`config.mk`:
```
export PLATFORM = sky130hd
export DESIGN_NAME = input_conditioner
export DESIGN_NICKNAME = d
export VERILOG_FILES = /design/src/rtl/input_conditioner.sv
export SDC_FILE = /design/constraint.sdc
export NUM_CORES = 1
export LEC_CHECK = 0
export CAP_MARGIN = 20
export CORE_MARGIN = 2
export CORE_UTILIZATION = 45
export CTS_CLUSTER_SIZE = 20
export DETAILED_ROUTE_END_ITERATION = 10
export HOLD_SLACK_MARGIN = 0.05
export PLACE_DENSITY = 0.64
export SYNTH_ARGS = -nofsm -noshare
export SYNTH_HDL_FRONTEND = slang
export SYNTH_SLANG_ARGS = --single-unit
```
`constraint.sdc`:
```
create_clock -name clk -period 6.8 [get_ports clk]
set_input_delay 1.36 -clock clk [delete_from_list [all_inputs] [get_ports clk]]
set_output_delay 1.36 -clock clk [all_outputs]
set_load 0.03 [all_outputs]
```
`src/rtl/input_conditioner.sv`:
```
// Board-input front end: synchronises and debounces a data switch and a
// push-button for the downstream run-detector FSM.
//   clk        - system clock, rising edge
//   reset      - synchronous, active-low reset
//   sw_in      - raw asynchronous data switch
//   key_in     - raw asynchronous push-button
//   w          - debounced switch level
//   w_rise     - one-cycle pulse when w goes 0->1
//   w_fall     - one-cycle pulse when w goes 1->0
//   step       - one-cycle pulse per debounced key press
//   step_count - step pulses seen, modulo 256

// Single channel: 2-flop synchroniser followed by a STABLE/WAIT debounce FSM.
//   level  - accepted (debounced) level, raw pin polarity
//   flip_c - high in the cycle whose edge flips level
module input_conditioner_db #(
  parameter int unsigned DEBOUNCE_CYCLES = 500000,
  parameter logic        RESET_LEVEL     = 1'b0
) (
  input  logic clk,
  input  logic reset,
  input  logic pin,
  output logic level,
  output logic flip_c
);

  localparam int unsigned CW = $clog2(DEBOUNCE_CYCLES + 1);

  localparam logic [0:0] ST_STABLE = 1'b0;
  localparam logic [0:0] ST_WAIT   = 1'b1;

  logic          sync1;
  logic          sync2;
  logic [0:0]    state;
  logic [0:0]    state_nx;
  logic [CW-1:0] cnt;
  logic [CW-1:0] cnt_nx;

  // State and synchroniser registers
  always_ff @(posedge clk) begin
    if (!reset) begin
      sync1 <= RESET_LEVEL;
      sync2 <= RESET_LEVEL;
      state <= ST_STABLE;
      cnt   <= '0;
      level <= RESET_LEVEL;
    end else begin
      sync1 <= pin;
      sync2 <= sync1;
      state <= state_nx;
      cnt   <= cnt_nx;
      level <= level ^ flip_c;
    end
  end

  // Next-state: a new level must persist DEBOUNCE_CYCLES edges to be accepted
  always_comb begin
    state_nx = state;
    cnt_nx   = cnt;
    flip_c   = 1'b0;
    case (state)
      ST_STABLE: begin
        if (sync2 != level) begin
          if (DEBOUNCE_CYCLES == 1) begin
            // Single-cycle debounce accepts immediately, WAIT never entered
            flip_c = 1'b1;
            cnt_nx = '0;
          end else begin
            state_nx = ST_WAIT;
            cnt_nx   = CW'(1);
          end
        end else begin
          cnt_nx = '0;
        end
      end
      ST_WAIT: begin
        if (sync2 == level) begin
          // Glitch: drop partial progress silently
          state_nx = ST_STABLE;
          cnt_nx   = '0;
        end else if (cnt == CW'(DEBOUNCE_CYCLES - 1)) begin
          flip_c   = 1'b1;
          state_nx = ST_STABLE;
          cnt_nx   = '0;
        end else begin
          cnt_nx = cnt + CW'(1);
        end
      end
      default: begin
        state_nx = ST_STABLE;
        cnt_nx   = '0;
      end
    endcase
  end

endmodule

module input_conditioner #(
  parameter int unsigned DEBOUNCE_CYCLES = 500000,
  parameter bit          KEY_ACTIVE_LOW  = 1'b1
) (
  input  logic       clk,
  input  logic       reset,
  input  logic       sw_in,
  input  logic       key_in,
  output logic       w,
  output logic       w_rise,
  output logic       w_fall,
  output logic       step,
  output logic [7:0] step_count
);

  // Raw key level when the button is not pressed
  localparam logic KEY_RELEASED = KEY_ACTIVE_LOW ? 1'b1 : 1'b0;

  logic sw_level;
  logic sw_flip_c;
  logic key_level;
  logic key_flip_c;
  logic step_nx;

  input_conditioner_db #(
    .DEBOUNCE_CYCLES (DEBOUNCE_CYCLES),
    .RESET_LEVEL     (1'b0)
  ) u_sw_db (
    .clk    (clk),
    .reset  (reset),
    .pin    (sw_in),
    .level  (sw_level),
    .flip_c (sw_flip_c)
  );

  input_conditioner_db #(
    .DEBOUNCE_CYCLES (DEBOUNCE_CYCLES),
    .RESET_LEVEL     (KEY_RELEASED)
  ) u_key_db (
    .clk    (clk),
    .reset  (reset),
    .pin    (key_in),
    .level  (key_level),
    .flip_c (key_flip_c)
  );

  // The accepted switch level is itself a register
  assign w = sw_level;

  // Only a released->pressed flip produces a step
  assign step_nx = key_flip_c & (key_level == KEY_RELEASED);

  // Registered edge pulses and press counter
  always_ff @(posedge clk) begin
    if (!reset) begin
      w_rise     <= 1'b0;
      w_fall     <= 1'b0;
      step       <= 1'b0;
      step_count <= 8'd0;
    end else begin
      w_rise     <= sw_flip_c & ~sw_level;
      w_fall     <= sw_flip_c & sw_level;
      step       <= step_nx;
      step_count <= step_count + 8'(step_nx);
    end
  end

endmodule

```
After elaboration in Yosys (flattened, before gate mapping). Cells that the tools add are included. W data, S select, Z words.

Flip-flop bits (word level): 57. Bits in latches: 0. Memory bits (writable): 0. Bits in read-only memories: 0. Output and inout port bits: 12. Memories kept: 0.

Add/subtract/negate cells: 3. Multiply operators: 0. Div/mod/pow operators: 0. $lt $le $gt $ge: 0. Equality and inequality tests: 6. Shift-type cells: 0. Multiplexer cells: 22. Bitwise gates (word level): 8. Reductions and logical operators: 0.

Operators with widths (number): $mux W19 (4); $pmux W19 S2 (2); $add A19 B1 Y19 const B (2); $eq A19 B19 Y1 const B (2); $mux W1 (14); $add A8 B1 Y8 (1); $pmux W1 S2 (2); $and A1 B1 Y1 (3); $not A1 Y1 (3); $eq A1 B1 Y1 (2); $ne A1 B1 Y1 (2); $xor A1 B1 Y1 (2).

Logic depth before layout (Yosys ltp).
Depth after elaboration: 6. Gate-level depth with buffers: 12. Mapped depth without buffers: 11.

Hierarchy. From an unflattened synthesis, not the netlist that was laid out.

Cells, all modules: 279. Area, all modules: 2556.2 µm².

Modules (own cells, without submodules): input_conditioner_db (u_key_db) (instances 1, cells each 119, area each 1086.0 µm², seq. area each 460.4 µm²); input_conditioner_db (u_sw_db) (instances 1, cells each 117, area each 1043.5 µm², seq. area each 460.4 µm²); input_conditioner (instances 1, cells each 43, area each 426.7 µm², seq. area each 220.2 µm²).

Worst setup path after synthesis. Ideal clock, no wire load.

Path type: reg2reg. Start point: reg u_key_db.cnt[0]. End point: reg step_count[5]. Data arrival time: 2159 ps. Data required time: 6685 ps. Path slack: 4526 ps. Cell stages (with the launch flop): 13. Clock period less this slack: 2274 ps. Cells stage by stage: dfxtp_1 ha_1 and3_1 clkbuf_1 nand3_1 nor2_1 and3_1 ha_1 ha_1 and3_1 nand3_1 xnor2_1 and2_1.

Word-level cells in the longest chain between the ends: 6.

RTL lines: from (decl) (RTL line 36) `logic [CW-1:0] cnt;`; from (signal assigned) (RTL line 51) `cnt <= cnt_nx;`; $eq A19 B19 Y1 (RTL line 81) `end else if (cnt == CW'(DEBOUNCE_CYCLES - 1)) begin`; $mux W1 (RTL line 81); $mux W1 (RTL line 77) `if (sync2 == level) begin`; $mux W1 (RTL line 61) `case (state)`; $and A1 B1 Y1 (RTL line 148) `assign step_nx = key_flip_c & (key_level == KEY_RELEASED);`; via step_nx (RTL line 120) `logic step_nx;`; $add A8 B1 Y8 (RTL line 161) `step_count <= step_count + 8'(step_nx);`; to (signal assigned) (RTL line 161); to (decl) (RTL line 110) `output logic [7:0] step_count`.

The timed path passes the listed nets, and every way through them passes these cells. A chain may end at the register's enable or synchronous reset.

==> summary.md <==
The flow ran to the end, and the final reports show no timing, DRC or antenna violations. Of the total power, combinational logic draws 0.8%. Synthesis handed over a netlist of 261 instances. The min-delay analysis places its worst path in the category register to register. Most numerous cell in the Yosys netlist: dfxtp_1.

The worst pin sits at a relative slew slack of 60.3%. After floorplanning, the core was sized to cover 5170 sq um. The simple-gate share of the synthesized area is 29.3%. The clock network accounts for 51.0% of the total power. At the pin with the least slew margin, the transition time is 0.587 ns. From left edge to right edge, the die measures 77.6 um.

The critical path is of the input port to register type. The worst setup path is captured at a register. The clock passes through at most 2 buffers. The largest family of logic cells by synthesized area is simple AND/OR/NAND/NOR gates. The worst-case IR drop observed on VDD is 115 uV.

Post-CTS repair changed the size of 0 cells. Along the worst path, the maximum fanout reaches 21. Cells fill 55.5% of the core in the end.

Global routing finished with a remaining overflow of 0. The number of distinct library cells after synthesis is 33, and the final-layout worst hold slack is 0.410 ns. The proportion of synthesized area in mux cells was 0%. The synthesized design spends more area on one cell type than any other, namely dfxtp_1. The overall track demand over capacity in global routing came out at 15.6%.

The effective utilization at floorplan came out at 47.1%. Summing the sequential cell areas from Yosys gives 46.9% of the chip area. Data on the critical path arrives at its endpoint at 3.12 ns. The count of warnings emitted by yosys came out at 0. The number of synthesized register bits is 57. The internal power of the cells totals 0.563 mW. TritonCTS built the clock tree.

The first global-routing pass estimated 7290 um of wire. The ratio of cells with drive above 1 in the final layout was 7.02%. Buffers inserted during clock tree synthesis total 9. Entering global routing, the biggest net connects 22 pins. The count of flip-flops with a built-in enable after synthesis was 0. The share of the synthesized area in the top cell type came out at 46.9%. Max-cap violations in this run came to 0. The cell family with the largest share of critical-path delay is buffers and inverters.

The hold violation total from the final report was 0. The number of DRC markers after the initial detailed-route iteration is 98, and the shortest clock period the worst path allows after layout is 2.87 ns. Counting the fill cells in the layout gives 458.

The clock tree synthesis step divided the H-tree into 3 levels. In this run the core area contains 26 standard-cell rows. The die is 77.6 um tall.

The number of antenna violations at the first check in global routing came out at 0. The buffering stage count on the worst path with inverters included was 1. The final number of max-transition violations came out at 0.

The fraction of power spent switching nets is 19.3%, and the detailed placer's ending HPWL is 2770 um. Of the total power, registers draw 48.2%. The logs give 272 for the post-synthesis net count and 0.955 nW for the leakage power total.

After detailed routing, the average wire length per cell comes to 11.5 um. The logs give 57 for the CTS sink count and 1230 sq um for the combined area of the multi-input logic cells. After detailed routing, the number of remaining DRC violations is 0. The final weighted congestion in routability-driven placement came out at 0.789.

Among all flip-flop cells after synthesis, the most frequent one is dfxtp_1. In this run the power spent charging and discharging nets is 0.135 mW. The floorplan step defined a die boundary enclosing 6010 sq um. The number of hold buffers added after CTS was 0. The final sum of negative setup slack was 0 ns. The signal on the critical path passes through clkdlybuf4s50_1, nand3_1, a41o_1, o21ai_0. Summing the areas of all compound-gate instances in the mapped netlist gives 4.93% of the synthesized area. For this design the ratio of total power to cell area is 243 nW/um^2. The per-instance average area after synthesis was 9.33 sq um; the I/O pin count was 16.

Timing would allow up to 348 MHz. The run gives 291 as the number of nets in the finished design. By area the synthesized netlist is led by dfxtp_1 47%, xnor2_1 6.8%, xor2_1 5.8%. At the worst endpoint, the required time is 7.05 ns. The async set-or-reset flop fraction in the synthesized netlist was 0%; the via count of the first global-routing pass was 1,623. Setup violations remaining at the end of the flow were counted as 0.

Of the total synthesized cell area, the portion taken by full adders, half adders and majority gates is 3.60%. The number of vias per cell was 5.10. The total iterations of the first detailed-routing run is 4. For the total length of routed wires, the log shows 4080 um. For the antenna diode count, the log shows 0.

Growth of design area from synthesis to finish: 17.8%. Sorting the synthesized cells by how often they occur yields 57 x dfxtp_1, 33 x nor2_1, 19 x xnor2_1. The later-pin clock latency in the skew report was 0.33 ns.

The worst setup path is launched from an input port. The final worst-path cycle share was 42.2%. Setup repair after global routing left no endpoint under its margin. The final route contains 1,812 vias.

Across the whole layout, storage elements account for 1140 sq um. The clock tree root driver cell is clkbuf_8. The run gives 0 as the antenna violation net count after detailed routing.

The logs give 0.00755 ns for the final clock skew and 0 for the total setup buffers inserted after CTS. Summing the areas of all xor and xnor instances in the mapped netlist gives 12.6% of the synthesized area. The standard cell with the maximum stage delay on the critical path is clkdlybuf4s50_1. After clock tree synthesis, the clock-pin slew on the worst setup and hold paths is 0.06 ns. Buffers placed on the I/O ports in this run total 15. The cell area that synthesis handed to floorplanning was 2430 sq um. In this design, the stage delay of the slowest critical-path cell is 0.83 ns.
-- kinds of logic after synthesis --
group                    count (synthesis)
adder cells (fa/ha/maj)                  7
buffers and inverters                   15
AND/OR/NAND/NOR                        127
AO/OA/AOI/OAI                           20
flip-flops                              57
XOR/XNOR                                35
-- worst paths after layout --
kind                                       from              to  slack (ns)  depth (start not counted)
worst max-delay path                      reset  u_sw_db.cnt[0]        3.93                          4
worst max register to register  u_key_db.cnt[0]   step_count[6]        4.38                         11
worst min register to register   u_key_db.sync1  u_key_db.sync2        0.41                          1
worst min-delay path             u_key_db.sync1  u_key_db.sync2        0.41                          1
-- area by class of cell --
| class | instances | share of cell area (%) |
|---|---|---|
| Multi-Input combinational cell | 189 | 42.8 |
| Tap cell | 70 | 3.05 |
| Clock inverter | 5 | 2.70 |
| Inverter | 7 | 0.916 |
| Timing Repair Buffer | 16 | 5.49 |
| Clock buffer | 11 | 5.28 |
| Sequential cell | 57 | 39.8 |
-- state kept, by name, indices dropped and copies added, names as in the netlist --
signal,flops
u_sw_db.sync1,1
u_key_db.cnt,19
step_count,8
u_key_db.sync2,1
u_sw_db.level,1
u_sw_db.cnt,19
w_fall,1
u_key_db.state,1
u_sw_db.state,1
u_key_db.sync1,1
step,1
w_rise,1
u_key_db.level,1
u_sw_db.sync2,1
-- placed cells by master, fill, tap and decap left out, types with 7 or more instances in the layout --
cell and count:
a21oi_1 9, and2_1 14, clkbuf_8 11, clkdlybuf4s50_1 15, dfxtp_1 57, ha_1 7, inv_1 7, nand2_1 14
nand3_1 16, nand4_1 11, nor2_1 33, xnor2_1 19, xor2_1 16
-- routing by layer --
metal	global-route usage, %	share of wire [%]	vias to the layer above
li1	-	-	944
met1	20.3	50	835
met2	21.9	44	29
met3	7.09	4.4	4
met4	7.14	1.1	0
met5	0	0	-
-- power groups by stage --
| stage | Sequential, mW | Combinational [mW] | Clock [mW] |
|---|---|---|---|
| after floorplan | 0.344 | 0.00341 | 0 |
| after global placement | 0.344 | 0.00577 | 0 |
| after detailed placement | 0.344 | 0.00588 | 0 |
| after CTS | 0.336 | 0.00595 | 0.366 |
| after global routing | 0.336 | 0.00668 | 0.383 |
| final | 0.337 | 0.00581 | 0.356 |
-- metrics by stage --
step           power (mW)  cell area, sq um  setup slack (ns)  cells
2_1_floorplan       0.347              2430              4.53    261
3_3_place_gp        0.350              2640              3.63    339
3_5_place_dp        0.350              2640              3.54    339
4_1_cts             0.709              2870              3.91    355
5_1_grt             0.726              2870              3.74    355
6_report            0.698              2870              3.93    355
(Power assumes the default switching activity.)
